<file path="src/rtl/lcd_text_sequencer.sv">
// Feeds an HD44780-style instruction FSM: runs the display configuration, then streams buffered
// characters to a 2x16 panel, inserting DDRAM address fixes and servicing clear requests.
module lcd_text_sequencer #(
    parameter int unsigned FIFO_DEPTH = 8,
    parameter int unsigned LINE_LEN   = 16,
    parameter int unsigned CLEAR_WAIT = 82000
) (
    input  logic       clk,
    input  logic       reset,
    input  logic       init_done,
    input  logic [7:0] char_data,
    input  logic       char_valid,
    output logic       char_ready,
    input  logic       clear_req,
    output logic [9:0] instr_data,
    output logic       instr_enable,
    input  logic       instr_done,
    output logic [4:0] cursor_pos,
    output logic       busy
);

    localparam int unsigned PtrW = (FIFO_DEPTH > 1) ? $clog2(FIFO_DEPTH) : 1;
    localparam int unsigned CntW = $clog2(CLEAR_WAIT + 1);

    localparam logic [PtrW:0]     FifoFull  = FIFO_DEPTH[PtrW:0];
    localparam logic [PtrW:0]     CountOne  = 1;
    localparam logic [PtrW-1:0]   PtrOne    = 1;
    localparam logic [CntW-1:0]   DelayOne  = 1;
    localparam logic [CntW-1:0]   DelayLast = CntW'(CLEAR_WAIT - 1);
    localparam logic [4:0]        Line1Last = 5'(LINE_LEN - 1);
    localparam logic [4:0]        Line2Last = 5'(2 * LINE_LEN - 1);

    localparam logic [2:0] StWaitInit = 3'd0;
    localparam logic [2:0] StIssue    = 3'd1;
    localparam logic [2:0] StWaitDone = 3'd2;
    localparam logic [2:0] StRelease  = 3'd3;
    localparam logic [2:0] StDelay    = 3'd4;
    localparam logic [2:0] StIdle     = 3'd5;

    // What the instruction in flight was, so RELEASE knows where to go next.
    localparam logic [1:0] KindCfg   = 2'd0;
    localparam logic [1:0] KindClear = 2'd1;
    localparam logic [1:0] KindChar  = 2'd2;
    localparam logic [1:0] KindAddr  = 2'd3;

    function automatic logic [7:0] cfg_rom(input logic [1:0] idx);
        case (idx)
            2'd0:    return 8'h28;
            2'd1:    return 8'h06;
            2'd2:    return 8'h0C;
            default: return 8'h01;
        endcase
    endfunction

    logic [2:0]      state_q, state_d;
    logic [1:0]      kind_q, kind_d;
    logic [1:0]      cfg_idx_q, cfg_idx_d;
    logic [9:0]      instr_q, instr_d;
    logic [4:0]      cursor_q, cursor_d;
    logic [CntW-1:0] cnt_q, cnt_d;
    logic            clr_q, clr_d;
    logic            busy_q;

    logic [7:0]      mem_q [FIFO_DEPTH];
    logic [PtrW-1:0] wr_ptr_q, rd_ptr_q;
    logic [PtrW:0]   count_q, count_d;
    logic            push, pop;

    assign char_ready   = (count_q != FifoFull);
    assign push         = char_valid & char_ready;
    assign instr_data   = instr_q;
    assign instr_enable = (state_q == StIssue) || (state_q == StWaitDone);
    assign cursor_pos   = cursor_q;
    assign busy         = busy_q;

    always_comb begin
        count_d = count_q;
        if (push && !pop) begin
            count_d = count_q + CountOne;
        end else if (!push && pop) begin
            count_d = count_q - CountOne;
        end
    end

    always_comb begin
        state_d   = state_q;
        kind_d    = kind_q;
        cfg_idx_d = cfg_idx_q;
        instr_d   = instr_q;
        cursor_d  = cursor_q;
        cnt_d     = cnt_q;
        clr_d     = clr_q | clear_req;
        pop       = 1'b0;
        case (state_q)
            StWaitInit: begin
                if (init_done) begin
                    cfg_idx_d = 2'd0;
                    instr_d   = {2'b00, cfg_rom(2'd0)};
                    kind_d    = KindCfg;
                    state_d   = StIssue;
                end
            end
            StIssue: begin
                state_d = instr_done ? StRelease : StWaitDone;
            end
            StWaitDone: begin
                if (instr_done) begin
                    state_d = StRelease;
                end
            end
            StRelease: begin
                // Holding here until done drops tolerates a level-held FSM_done.
                if (!instr_done) begin
                    case (kind_q)
                        KindCfg, KindClear: begin
                            if (kind_q == KindCfg && cfg_idx_q != 2'd3) begin
                                cfg_idx_d = cfg_idx_q + 2'd1;
                                instr_d   = {2'b00, cfg_rom(cfg_idx_q + 2'd1)};
                                state_d   = StIssue;
                            end else begin
                                state_d  = StDelay;
                                cnt_d    = '0;
                                cursor_d = 5'd0;
                                clr_d    = clear_req;
                            end
                        end
                        KindChar: begin
                            if (cursor_q == Line1Last) begin
                                cursor_d = cursor_q + 5'd1;
                                instr_d  = 10'h0C0;
                                kind_d   = KindAddr;
                                state_d  = StIssue;
                            end else if (cursor_q == Line2Last) begin
                                cursor_d = 5'd0;
                                instr_d  = 10'h080;
                                kind_d   = KindAddr;
                                state_d  = StIssue;
                            end else begin
                                cursor_d = cursor_q + 5'd1;
                                state_d  = StIdle;
                            end
                        end
                        default: state_d = StIdle;
                    endcase
                end
            end
            StDelay: begin
                if (cnt_q == DelayLast) begin
                    cnt_d   = '0;
                    state_d = StIdle;
                end else begin
                    cnt_d = cnt_q + DelayOne;
                end
            end
            StIdle: begin
                if (clr_q) begin
                    instr_d = 10'h001;
                    kind_d  = KindClear;
                    state_d = StIssue;
                end else if (count_q != '0) begin
                    pop     = 1'b1;
                    instr_d = {2'b10, mem_q[rd_ptr_q]};
                    kind_d  = KindChar;
                    state_d = StIssue;
                end
            end
            default: state_d = StWaitInit;
        endcase
    end

    always_ff @(posedge clk or negedge reset) begin
        if (!reset) begin
            state_q   <= StWaitInit;
            kind_q    <= KindCfg;
            cfg_idx_q <= 2'd0;
            instr_q   <= 10'h000;
            cursor_q  <= 5'd0;
            cnt_q     <= '0;
            clr_q     <= 1'b0;
            busy_q    <= 1'b0;
            wr_ptr_q  <= '0;
            rd_ptr_q  <= '0;
            count_q   <= '0;
        end else begin
            state_q   <= state_d;
            kind_q    <= kind_d;
            cfg_idx_q <= cfg_idx_d;
            instr_q   <= instr_d;
            cursor_q  <= cursor_d;
            cnt_q     <= cnt_d;
            clr_q     <= clr_d;
            busy_q    <= (state_d != StIdle);
            count_q   <= count_d;
            if (push) begin
                wr_ptr_q <= wr_ptr_q + PtrOne;
            end
            if (pop) begin
                rd_ptr_q <= rd_ptr_q + PtrOne;
            end
        end
    end

    always_ff @(posedge clk) begin
        if (push) begin
            mem_q[wr_ptr_q] <= char_data;
        end
    end

endmodule
</file>
<file path="config.mk">
export PLATFORM = sky130hd
export DESIGN_NAME = lcd_text_sequencer
export DESIGN_NICKNAME = d
export VERILOG_FILES = /design/src/rtl/lcd_text_sequencer.sv
export SDC_FILE = /design/constraint.sdc
export NUM_CORES = 1
export LEC_CHECK = 0
export ABC_AREA = 1
export CAP_MARGIN = 20
export CORE_AREA = 2 2 109 111
export DETAILED_ROUTE_END_ITERATION = 7
export DIE_AREA = 0 0 111 113
export PLACE_DENSITY = 0.77
export SYNTH_ARGS = -nofsm -noshare
export SYNTH_HDL_FRONTEND = slang
export SYNTH_SLANG_ARGS = --single-unit
</file>
<file path="constraint.sdc">
create_clock -name clk -period 6.3 [get_ports clk]
set_input_delay 0.63 -clock clk [delete_from_list [all_inputs] [get_ports clk]]
set_output_delay 0.63 -clock clk [all_outputs]
set_load 0.02 [all_outputs]
</file>
# Yosys cells after proc, flatten, opt, wreduce, memory -nomap -nowiden
# Memory sizes are Yosys's and may differ from the RTL's.
# Index checks and enable logic that the tools add are counted.
[totals]
ff_bits = 51
ramBits = 64
in_bits = 14
out_inout_bits = 18
n_memories = 1
[classes]
addsub = 7
n_eq_ne = 27
muxes = 54
bitwise = 3
n_reduce_logical = 21
[memory_table]
columns = ["memory", "words", "width", "rd", "rd_ports_with_merged_regs", "write_ports", "line_no", "text"]
rows = [
  ["mem_q", 8, 8, 1, 0, 1, "64", "logic [7:0] mem_q [FIFO_DEPTH];"],
]
[ops]
columns = ["cell", "n"]
rows = [
  ["2-to-1 mux 10 bit", 7],
  ["2-to-1 mux 17 bit", 4],
  ["case mux 17 bit (2 select lines)", 1],
  ["case mux 10 bit (3 select lines)", 1],
  ["2-to-1 mux 3 bit", 9],
  ["2-to-1 mux 2 bit", 10],
  ["case mux 10 bit (2 select lines)", 1],
  ["case mux 3 bit (6 select lines)", 1],
  ["case mux 6 bit (3 select lines)", 1],
  ["adder 17 x 1 -> 17 bit (second input constant)", 1],
  ["equality test 17 bit (second input constant)", 1],
  ["2-to-1 mux 5 bit", 3],
  ["!= test 2 bit (second input constant)", 7],
  ["!= test 3 bit (second input constant)", 4],
  ["2-to-1 mux 1 bit", 10],
  ["case mux 5 bit (2 select lines)", 1],
  ["2-to-1 mux 4 bit", 2],
  ["!= test 4 bit (second input constant)", 2],
  ["AND reduction 4 bit", 2],
  ["nonzero test 2 bit", 4],
  ["AND reduction 7 bit", 1],
  ["adder 3 x 1 -> 3 bit (second input constant)", 2],
  ["equality test 3 x 2 -> 1 bit (second input constant)", 2],
  ["equality test 3 bit (second input constant)", 2],
  ["27 further kinds", 33],
]

# Logic depth before layout (Yosys ltp)
# Gate-level depths: netlist (run 1).
[logic_depth]
depth_word = 7
depth_mapped = 12
mapped_depth_nobuf = 12

# Worst setup path before layout (run 1)
# Ideal clock, no wire load.
[synth_timing]
path_type = "reg2reg"
startpoint = "register count_q[0]"
endpoint = "register count_q[3]"
arrival_ns = 2.103
required_time_ns = 6.169
setup_slack_ns = 4.066
stages_incl_launch_ff = 13
n_path_buf = 0
period_less_slack_ns = 2.234
path_cell_list = "dfrtp_1 > nor2_1 > nand3_1 > nand2_1 > inv_1 > ha_1 > inv_1 > ha_1 > a21oi_1 > nand2_1 > a21oi_1 > o21ai_0 > xor2_1"
[synth_lines]
columns = ["element", "line_no", "text"]
rows = [
  ["start, declared", "66", "logic [PtrW:0] count_q, count_d;"],
  ["start signal, assigned", "193", "count_q <= count_d;"],
  ["!= test 4 bit (*)", "69", "assign char_ready = (count_q != FifoFull);"],
  ["via char_ready", "13", "output logic char_ready,"],
  ["bitwise AND 1 bit (*)", "70", "assign push = char_valid & char_ready;"],
  ["via push", "67", "logic push, pop;"],
  ["zero test 1 bit", "80", "end else if (!push && pop) begin"],
  ["logical AND 1 bit", "80", ""],
  ["nonzero test 2 bit (no line)", "-", ""],
]
# Mark *: on every way through the listed nets, which the timed path passes. The rest lies on a longest branch. The select of a mux whose other input is x is not followed.
# A chain may end at the register's enable or synchronous reset.

# Final worst setup path (run 1)
[layout_timing]
startpoint = "register state_q[0]"
endpoint = "output port instr_enable"
[layout_between]
elab_chain_len = 2
[layout_rtl]
columns = ["element", "line_no", "text"]
rows = [
  ["start, declared", "55", "logic [2:0] state_q, state_d;"],
  ["start signal, assigned", "173", "state_q <= StWaitInit;"],
  ["start signal, assigned", "185", "state_q <= state_d;"],
  ["equality test 3 x 1 -> 1 bit or equality test 3 x 2 -> 1 bit (tied branches)", "72", "assign instr_enable = (state_q == StIssue) || (state_q == StWaitDone);"],
  ["logical OR 1 bit (*)", "72", ""],
  ["end, declared", "16", "output logic instr_enable,"],
]
# Mark *: on every way between the ends. The rest lies on a longest branch, timed or not.

==> impl_metrics.toml, run 1 <==
[synthesis]
ys_seq_area_frac = 0.576
synth_area_um2 = 5510
yosysWarnings = 0
synth.avg_cell_area_um2 = 9.16
syn-num-nets = 630
ys_ff_latch = 114
netlist-cell-type-count = 36
syn_inst = 602

[clocking]
path_clk_slew_ns = 0.05
cts_root_buf = "clkbuf_16"
cts-buffers-inserted = 17
clock_path_buffers = 2
post_cts_buffers = 0
tritoncts = "yes"
htree_num_levels = 4
cts_resized = 0
cts_hold_buffers = 0
clk_latency_ns = 0.42
cts.sinks = 114

[critical_path]
crit_type = "reg2out"
r2r-start = "state_q[1]$_DFF_PN0_"
crit_family = "buffers and inverters"
startpoint = "state_q[0]$_DFF_PN0_"
cpPeakStageDelay_ns = 0.53
cp.arrival_ns = 1.82
slowest_stage = "clkdlybuf4s50_1"
cp.required_ns = 5.67
crit_top_cell = "inv_1"
end_kind = "primary output"
cp_max_fo = 4
worstRegToRegCells = 12
start_kind = "register"
cp.depth = 5
path_buf_inv = 3
path_cells = "nor2_1 -> inv_1 -> nand3_1 -> inv_1 -> clkdlybuf4s50_1"

[sta]
fin_crit_sh = 0.388
drv_slew = 0
rsz0062_at_grt = "false"
relSlewSlack = 0.430
setup-tns-final_ns = 0
fmax_mhz = 409
setup_viol = 0
hold_viol_final = 0
worst_pin_slew_ns = 0.856
fin_skew_ns = 0.00699
period_needed_ns = 2.45

[grt]
grt_max_degree = 51
antenna_found_initial = 0
grt_pass1_vias = 4251
gr-total-overflow = 0
grt_pass1_wl_um = 20500
grt_use_total = 0.208

[route]
dr.pass1.iters = 5
drtIter0Drc = 465
wl_per_cell_um = 15.5
num_vias = 4310
avgViaCountPerCell = 5.43
totalWireLength_um = 12300
ant_nets = 0
drc = 0

[layout]
multiInputGateArea_um2 = 2020
final_area_um2 = 6570
fin_nets = 666
n_antenna_cell = 0
final_cell_mix = "147 x nand2_1, 69 x nor2_1, 64 x edfxtp_1"
area_growth_pct = 19.1
final_common_cell = "nand2_1"
drive_above_1_share = 0.0876
nFillCells = 929
seq_area_um2 = 3170

[floorplanning]
row_count = 39
fp.dieW_um = 111
ioPinCount = 32
dieArea_um2 = 12500
chipHeight_um = 113
core_area_um2 = 11300
start_util = 0.489

[pwr]
power_leakage_uw = 0.00278
p_per_area_nw_per_um2 = 463
peakVddDrop_uv = 310

[job]
cap_violations = 0

[placement]
io_buffers = 30
dp_hpwl_um = 8340
place.gp.congestion = 0.869
place_area_um2 = 5910

[min_path]
holdCritPathClass = "in2async"

[outcome]
status = "finished clean"
worst register-to-register path, stage by stage (launching register included):
cell	delay [ns]
dfrtp_1	0.41
inv_1	0.09
nand3_2	0.14
nor2_4	0.23
nand2_1	0.20
ha_1	0.23
inv_1	0.13
ha_1	0.29
a21oi_1	0.15
nand2_1	0.07
a21oi_1	0.11
o21ai_0	0.12
xor2_1	0.15
power by group:
group	leakage [uW]	switching (uW)	internal, uW
Sequential	0.00123	148	972
Clock	0.000285	345	630
Combinational	0.00126	613	330
logic make-up after synthesis:
kind of cell    synth area share
buf+inv                   0.0572
simple gates               0.243
mux                      0.00204
other cells             0.000680
flops                      0.576
xor+xnor                  0.0222
fa+ha+maj                 0.0331
compound gates            0.0663
cells in the mapped netlist, drive strengths merged:
| cell type | instances | area share |
|---|---|---|
| xor2 | 11 | 0.017 |
| edfxtp | 64 | 0.35 |
| xnor2 | 3 | 0.0048 |
| nand3b | 1 | 0.0014 |
| inv | 61 | 0.042 |
| mux2 | 1 | 0.0020 |
| nand3 | 63 | 0.059 |
| o211ai | 2 | 0.0027 |
| clkinv | 3 | 0.0020 |
| o21ai | 46 | 0.042 |
| nand2 | 148 | 0.10 |
| a21o | 1 | 0.0014 |
| o21bai | 1 | 0.0014 |
| o32ai | 1 | 0.0016 |
| clkbuf | 6 | 0.0041 |
| fa | 1 | 0.0036 |
| o22ai | 4 | 0.0045 |
| conb | 1 | 0.00068 |
| nand4 | 16 | 0.018 |
| or2 | 2 | 0.0023 |
| a22oi | 1 | 0.0014 |
| buf | 9 | 0.0091 |
| dfrtp | 50 | 0.23 |
| ha | 13 | 0.030 |
| nor3 | 7 | 0.0064 |
| nor2 | 74 | 0.054 |
| a21oi | 12 | 0.012 |
flip-flops by register name, indices dropped and copies added, names as in the netlist, 2 cells and up:
register and count:
mem_q 64, kind_q 2, wr_ptr_q 3, state_q 3
count_q 4, instr_data 9, cfg_idx_q 2, cursor_pos 5
cnt_q 17, rd_ptr_q 3
routing by layer:
layer / track usage / vias to the layer above / wire length, um
met1: 0.270 / 2028 / 5290
met5: 0 / - / 0
met3: 0.0578 / 37 / 798
met4: 0.0925 / 0 / 352
met2: 0.328 / 162 / 5840
li1: - / 2083 / -
worst paths after layout:
kind | endpoint | slack (ns)
hold / removal | instr_data[5]$_DFFE_PN0P_ | 0.07
max in group asynchronous | busy$_DFF_PN0_ | 5.73
setup / recovery | instr_enable | 3.85
setup reg to reg | count_q[3]$_DFFE_PN0P_ | 3.86
min in group clk | instr_data[9]$_DFFE_PN0P_ | 0.48
hold reg to reg | instr_data[9]$_DFFE_PN0P_ | 0.48
through the flow:
step,worst slack [ns],power [uW],util,cells,hold slack [ns]
after global placement,3.72,2000,0.525,760,0.461
after detailed placement,3.68,2050,0.525,760,0.469
after CTS,3.79,3030,0.578,792,0.470
after global routing,3.66,3230,0.583,794,0.0788
after floorplan,4.07,1770,-,602,0.334
final,3.85,3040,0.583,794,0.0737
cell type report:
cell class	count	area share
sequential	114	0.483
clock buffer	19	0.0675
clock inverter	13	0.0246
inverter	64	0.0370
timing repair buffer	32	0.0522
tap	143	0.0272
multi-input combinational	409	0.308
No activity file was read; power rests on OpenSTA's default activity.
==> run 2: changes to the inputs <==
- clock period: 6.3 -> 2.4 ns (I/O delays scaled with it)
==> run 2 against run 1 <==
Effect of this change:
- core utilization rose by 0.69 points
- combinational power grew to 2.6 times the previous value
- total power rose to 2.6 times the previous value
- via count rose by 0.65%
- critical path depth is 7 higher
- wire length decreased by 2.6%
- non-clock buffer count up 14
- register-to-register slack got worse by 3.7 ns
- sequential share of layout area shrank 0.55 points
- flip-flop and latch count unchanged
- hold slack improved by 0.39 ns
- critical endpoint is now count_q[3]$_DFFE_PN0P_
- highest routed layer unchanged
==> impl_metrics.toml, run 2 (synthesized netlist as in run 1, its figures left out) <==
[outcome]
status = "finished clean"

[sta]
worst_pin_slew_ns = 0.641
drv_slew = 0
setup-tns-final_ns = 0
rsz0062_at_grt = "false"
fin_skew_ns = 0.00462
hold_viol_final = 0
relSlewSlack = 0.573
period_needed_ns = 2.20
fmax_mhz = 455
setup_viol = 0
fin_crit_sh = 0.916

[placement]
place.gp.congestion = 0.910
placed_cells = 775
io_buffers = 30
dp_hpwl_um = 7980
place_area_um2 = 6030

[pwr]
p_per_area_nw_per_um2 = 1200
peakVddDrop_uv = 836
power_leakage_uw = 0.00284
power_uw = 7980

[grt]
antenna_found_initial = 0
grt_use_total = 0.202
grt_pass1_wl_um = 20000
grt_pass1_vias = 4213
gr-total-overflow = 0
grt_max_degree = 51

[critical_path]
cp.required_ns = 2.69
path_buf_inv = 2
cpPeakStageDelay_ns = 0.41
startpoint = "state_q[1]$_DFF_PN0_"
r2r-start = "state_q[1]$_DFF_PN0_"
cp.depth = 12
r2r-end = "count_q[3]$_DFFE_PN0P_"
end_kind = "register"
path_cells = "inv_1 -> nand3_2 -> nor2_4 -> nand2_1 -> ha_1 -> inv_2 -> ha_1 -> a21oi_1 -> nand2_1 -> a21oi_1 -> o21ai_0 -> xor2_1"
cp.arrival_ns = 2.49
cp_max_fo = 6
crit_family = "simple AND/OR/NAND/NOR gates"
crit_path_end = "count_q[3]$_DFFE_PN0P_"
crit_type = "reg2reg"
start_kind = "register"
r2r_slack_ns = 0.20
worstRegToRegCells = 12
slowest_stage = "dfrtp_1"

[clocking]
cts-buffers-inserted = 17
htree_num_levels = 4
clk_latency_ns = 0.42
clock_path_buffers = 2
cts_root_buf = "clkbuf_16"
cts.sinks = 114
tritoncts = "yes"
path_clk_slew_ns = 0.05

[route]
dr.pass1.iters = 6
avgViaCountPerCell = 5.37
num_vias = 4338
totalWireLength_um = 12000
drtIter0Drc = 285
ant_nets = 0
wl_per_cell_um = 14.8
drc = 0

[layout]
largest_reg_flops = 64
area_growth_pct = 20.5
final_cells = 808
fin_nets = 680
final_common_cell = "nand2_1"
seq_area_um2 = 3170
top_register = "mem_q"
final_util = 0.589
multiInputGateArea_um2 = 2030
nFillCells = 924
drive_above_1_share = 0.108
final_cell_mix = "147 x nand2_1, 68 x nor2_1, 64 x edfxtp_1"
n_antenna_cell = 0
final_area_um2 = 6640

[floorplanning]
core_area_um2 = 11300
fp.dieW_um = 111
ioPinCount = 32
row_count = 39
chipHeight_um = 113
start_util = 0.489
dieArea_um2 = 12500

[min_path]
holdCritPathClass = "in2async"

[job]
cap_violations = 0
-- run 2: tightest hold or removal path, stage by stage --
cell           delay, ns
dlygate4sd3_1       0.52
buf_2               0.09
buf_4               0.50
-- run 2: cell type report --
cell class | count | share of cell area
clock inverters | 12 | 0.0235
inverters | 64 | 0.0365
clock buffers | 20 | 0.0672
flip-flops and latches | 114 | 0.478
well taps | 143 | 0.0269
multi-input cells | 409 | 0.305
repair buffers | 46 | 0.0629
-- run 2: layer usage --
layer / wire length, um / up-vias / global-route usage
li1: - / 2106 / -
met1: 5140 / 2062 / 0.250
met2: 5930 / 144 / 0.342
met3: 654 / 26 / 0.0509
met4: 231 / 0 / 0.0817
met5: 0 / - / 0
-- run 2: worst min path at each step --
stage	start	end	slack, ns	cells after the start
finish	reset	cursor_pos[2]$_DFFE_PN0P_	0.46	3
global route	clear_req	clr_q$_DFF_PN0_	0.50	2
detailed placement	reset	cursor_pos[2]$_DFFE_PN0P_	0.39	2
floorplan	reset	busy$_DFF_PN0_	-0.06	0
CTS	char_valid	wr_ptr_q[0]$_DFFE_PN0P_	0.46	4
global placement	reset	cursor_pos[2]$_DFFE_PN0P_	0.38	2
-- run 2: power breakdown --
group / switching, uW / internal, uW
Clock: 908 / 1660
Sequential: 370 / 2550
Combinational: 1610 / 884
Total: 2880 / 5100
-- run 2: repair_timing --
item | in CTS | in global routing
hold endpoints to repair | 50 | 0
endpoints found under the setup margin | 0 | 1
gates resized for setup | 0 | 3
hold buffers | 1 | 0
buffers inserted | 0 | 0
-- run 2: stage by stage --
step,hold WS [ns],setup WS (ns)
floorplan,-0.0556,0.166
global placement,0.377,0.219
detailed placement,0.389,0.125
CTS,0.461,0.119
global route,0.505,0.0112
finish,0.464,0.202
==> run 3: changes to the inputs <==
- PLACE_DENSITY: 0.77 -> 0.67
==> run 3 against run 2 <==
Effect of this change:
- non-clock buffer count is the same
- critical path depth is the same
- maximum frequency shrank 0.23%
- setup slack lost 0.0051 ns
- first-iteration DRC count grew 10%
- combinational power is essentially flat
- flip-flop and latch count is the same
- clock power shrank 2%
- via count shrank 2.9%
- sequential power is essentially flat
- largest cell class unchanged
- largest power group unchanged
==> impl_metrics.toml, run 3 (synthesized netlist as in run 1, its figures left out) <==
[layout]
final_area_um2 = 6640
fin_nets = 680
final_util = 0.589
multiInputGateArea_um2 = 2030
final_cell_mix = "146 x nand2_1, 68 x nor2_1, 64 x edfxtp_1"
area_growth_pct = 20.5
seq_area_um2 = 3180
largest_reg_flops = 64
drive_above_1_share = 0.114
n_antenna_cell = 0
final_common_cell = "nand2_1"
nFillCells = 938
top_register = "mem_q"

[placement]
io_buffers = 30
pre_cts_ws_ns = 0.142
place_area_um2 = 6030
place.gp.congestion = 0.879
dp_hpwl_um = 7960

[critical_path]
start_kind = "register"
cp.required_ns = 2.70
slowest_stage = "dfrtp_2"
cpPeakStageDelay_ns = 0.44
r2r-start = "count_q[1]$_DFFE_PN0P_"
startpoint = "count_q[1]$_DFFE_PN0P_"
cp.arrival_ns = 2.50
cp_max_fo = 5
path_cells = "nor2_2 -> nand3_1 -> nand2_2 -> inv_1 -> ha_1 -> inv_2 -> ha_1 -> a21oi_1 -> nand2_1 -> a21oi_1 -> o21ai_0 -> xor2_1"
end_kind = "register"
crit_type = "reg2reg"

[pwr]
power_leakage_uw = 0.00283
peakVddDrop_uv = 771
p_per_area_nw_per_um2 = 1190

[floorplanning]
core_area_um2 = 11300
dieArea_um2 = 12500
ioPinCount = 32
chipHeight_um = 113
row_count = 39
fp.dieW_um = 111
start_util = 0.489

[sta]
fin_crit_sh = 0.918
fmax_mhz = 454
hold_viol_final = 0
fin_skew_ns = 0.00725
timing.final.ws_setup_ns = 0.197
relSlewSlack = 0.601
setup-tns-final_ns = 0
period_needed_ns = 2.20
drv_slew = 0
worst_pin_slew_ns = 0.598
setup_viol = 0

[route]
ant_nets = 0
wl_per_cell_um = 14.5
num_vias = 4213
drc = 0
dr.pass1.iters = 6
avgViaCountPerCell = 5.21
totalWireLength_um = 11700
drtIter0Drc = 314

[clocking]
htree_num_levels = 4
cts_root_buf = "clkbuf_16"
cts.sinks = 114
tritoncts = "yes"
clock_path_buffers = 2
path_clk_slew_ns = 0.06
cts-buffers-inserted = 17
clk_latency_ns = 0.42

[grt]
grt_max_degree = 34
grt_use_total = 0.201
grt_pass1_wl_um = 19700
grt_pass1_vias = 3998
antenna_found_initial = 0
gr-total-overflow = 0

[job]
cap_violations = 0

[min_path]
holdCritPathClass = "in2async"

[outcome]
status = "finished clean"
run 3: changes by cell type in the layout (fill, tap and decap cells not counted), sizes merged:
cell,previous run,this run
bufinv,3,2
clkbuf,20,17
clkinv,9,4
clkinvlp,1,4
inv,63,69
run 3: stage by stage:
step                      power, uW  hold WS (ns)  cells
after floorplan                4650       -0.0556    602
after global placement         5340         0.266    775
after detailed placement       5430         0.275    775
after CTS                      7990         0.365    808
after global routing           8480         0.417    808
final                          7930         0.373    808
run 3: metal layers:
metal | track usage | part of all wire | wire (um) | vias to the layer above
met2 | 0.320 | 0.48 | 5620 | 104
li1 | - | - | - | 2112
met4 | 0.0908 | 0.022 | 260 | 0
met3 | 0.0546 | 0.046 | 536 | 27
met5 | 0 | 0 | 0 | -
met1 | 0.260 | 0.45 | 5270 | 1970
run 3: final timing paths:
path	to	slack, ns	cells after the start
setup / recovery	count_q[3]$_DFFE_PN0P_	0.20	12
hold / removal	cnt_q[6]$_DFFE_PN0P_	0.37	2
setup reg to reg	count_q[3]$_DFFE_PN0P_	0.20	12
hold reg to reg	instr_data[2]$_DFFE_PN0P_	0.47	2
max in group asynchronous	count_q[1]$_DFFE_PN0P_	1.39	3
min in group clk	wr_ptr_q[0]$_DFFE_PN0P_	0.45	4
run 3: critical path: cells and delay by family (launching register included):
family,cells,cell delay [ns]
buf+inv,2,0.18
fa+ha+maj,2,0.49
simple gates,4,0.42
compound gates,3,0.41
xor+xnor,1,0.15
flops,1,0.44
run 3: report_power, final:
| group | total, uW | internal, uW | switching [uW] |
|---|---|---|---|
| Clock | 2530 | 1550 | 972 |
| Sequential | 2910 | 2550 | 356 |
| Combinational | 2500 | 885 | 1610 |
| Total | 7930 | 4990 | 2940 |
run 3: repair_timing:
item | CTS | global route
setup buffers | 0 | 0
hold buffers | 1 | 0
resized for setup | 0 | 5
endpoints found under the hold margin | 24 | 0
setup endpoints to repair | 0 | 1
run 3: final cells by class:
type | count | area share
sequential | 114 | 0.478
clock inverter | 15 | 0.0258
multi-input combinational | 409 | 0.306
inverter | 64 | 0.0365
clock buffer | 17 | 0.0641
tap | 143 | 0.0269
timing repair buffer | 46 | 0.0629
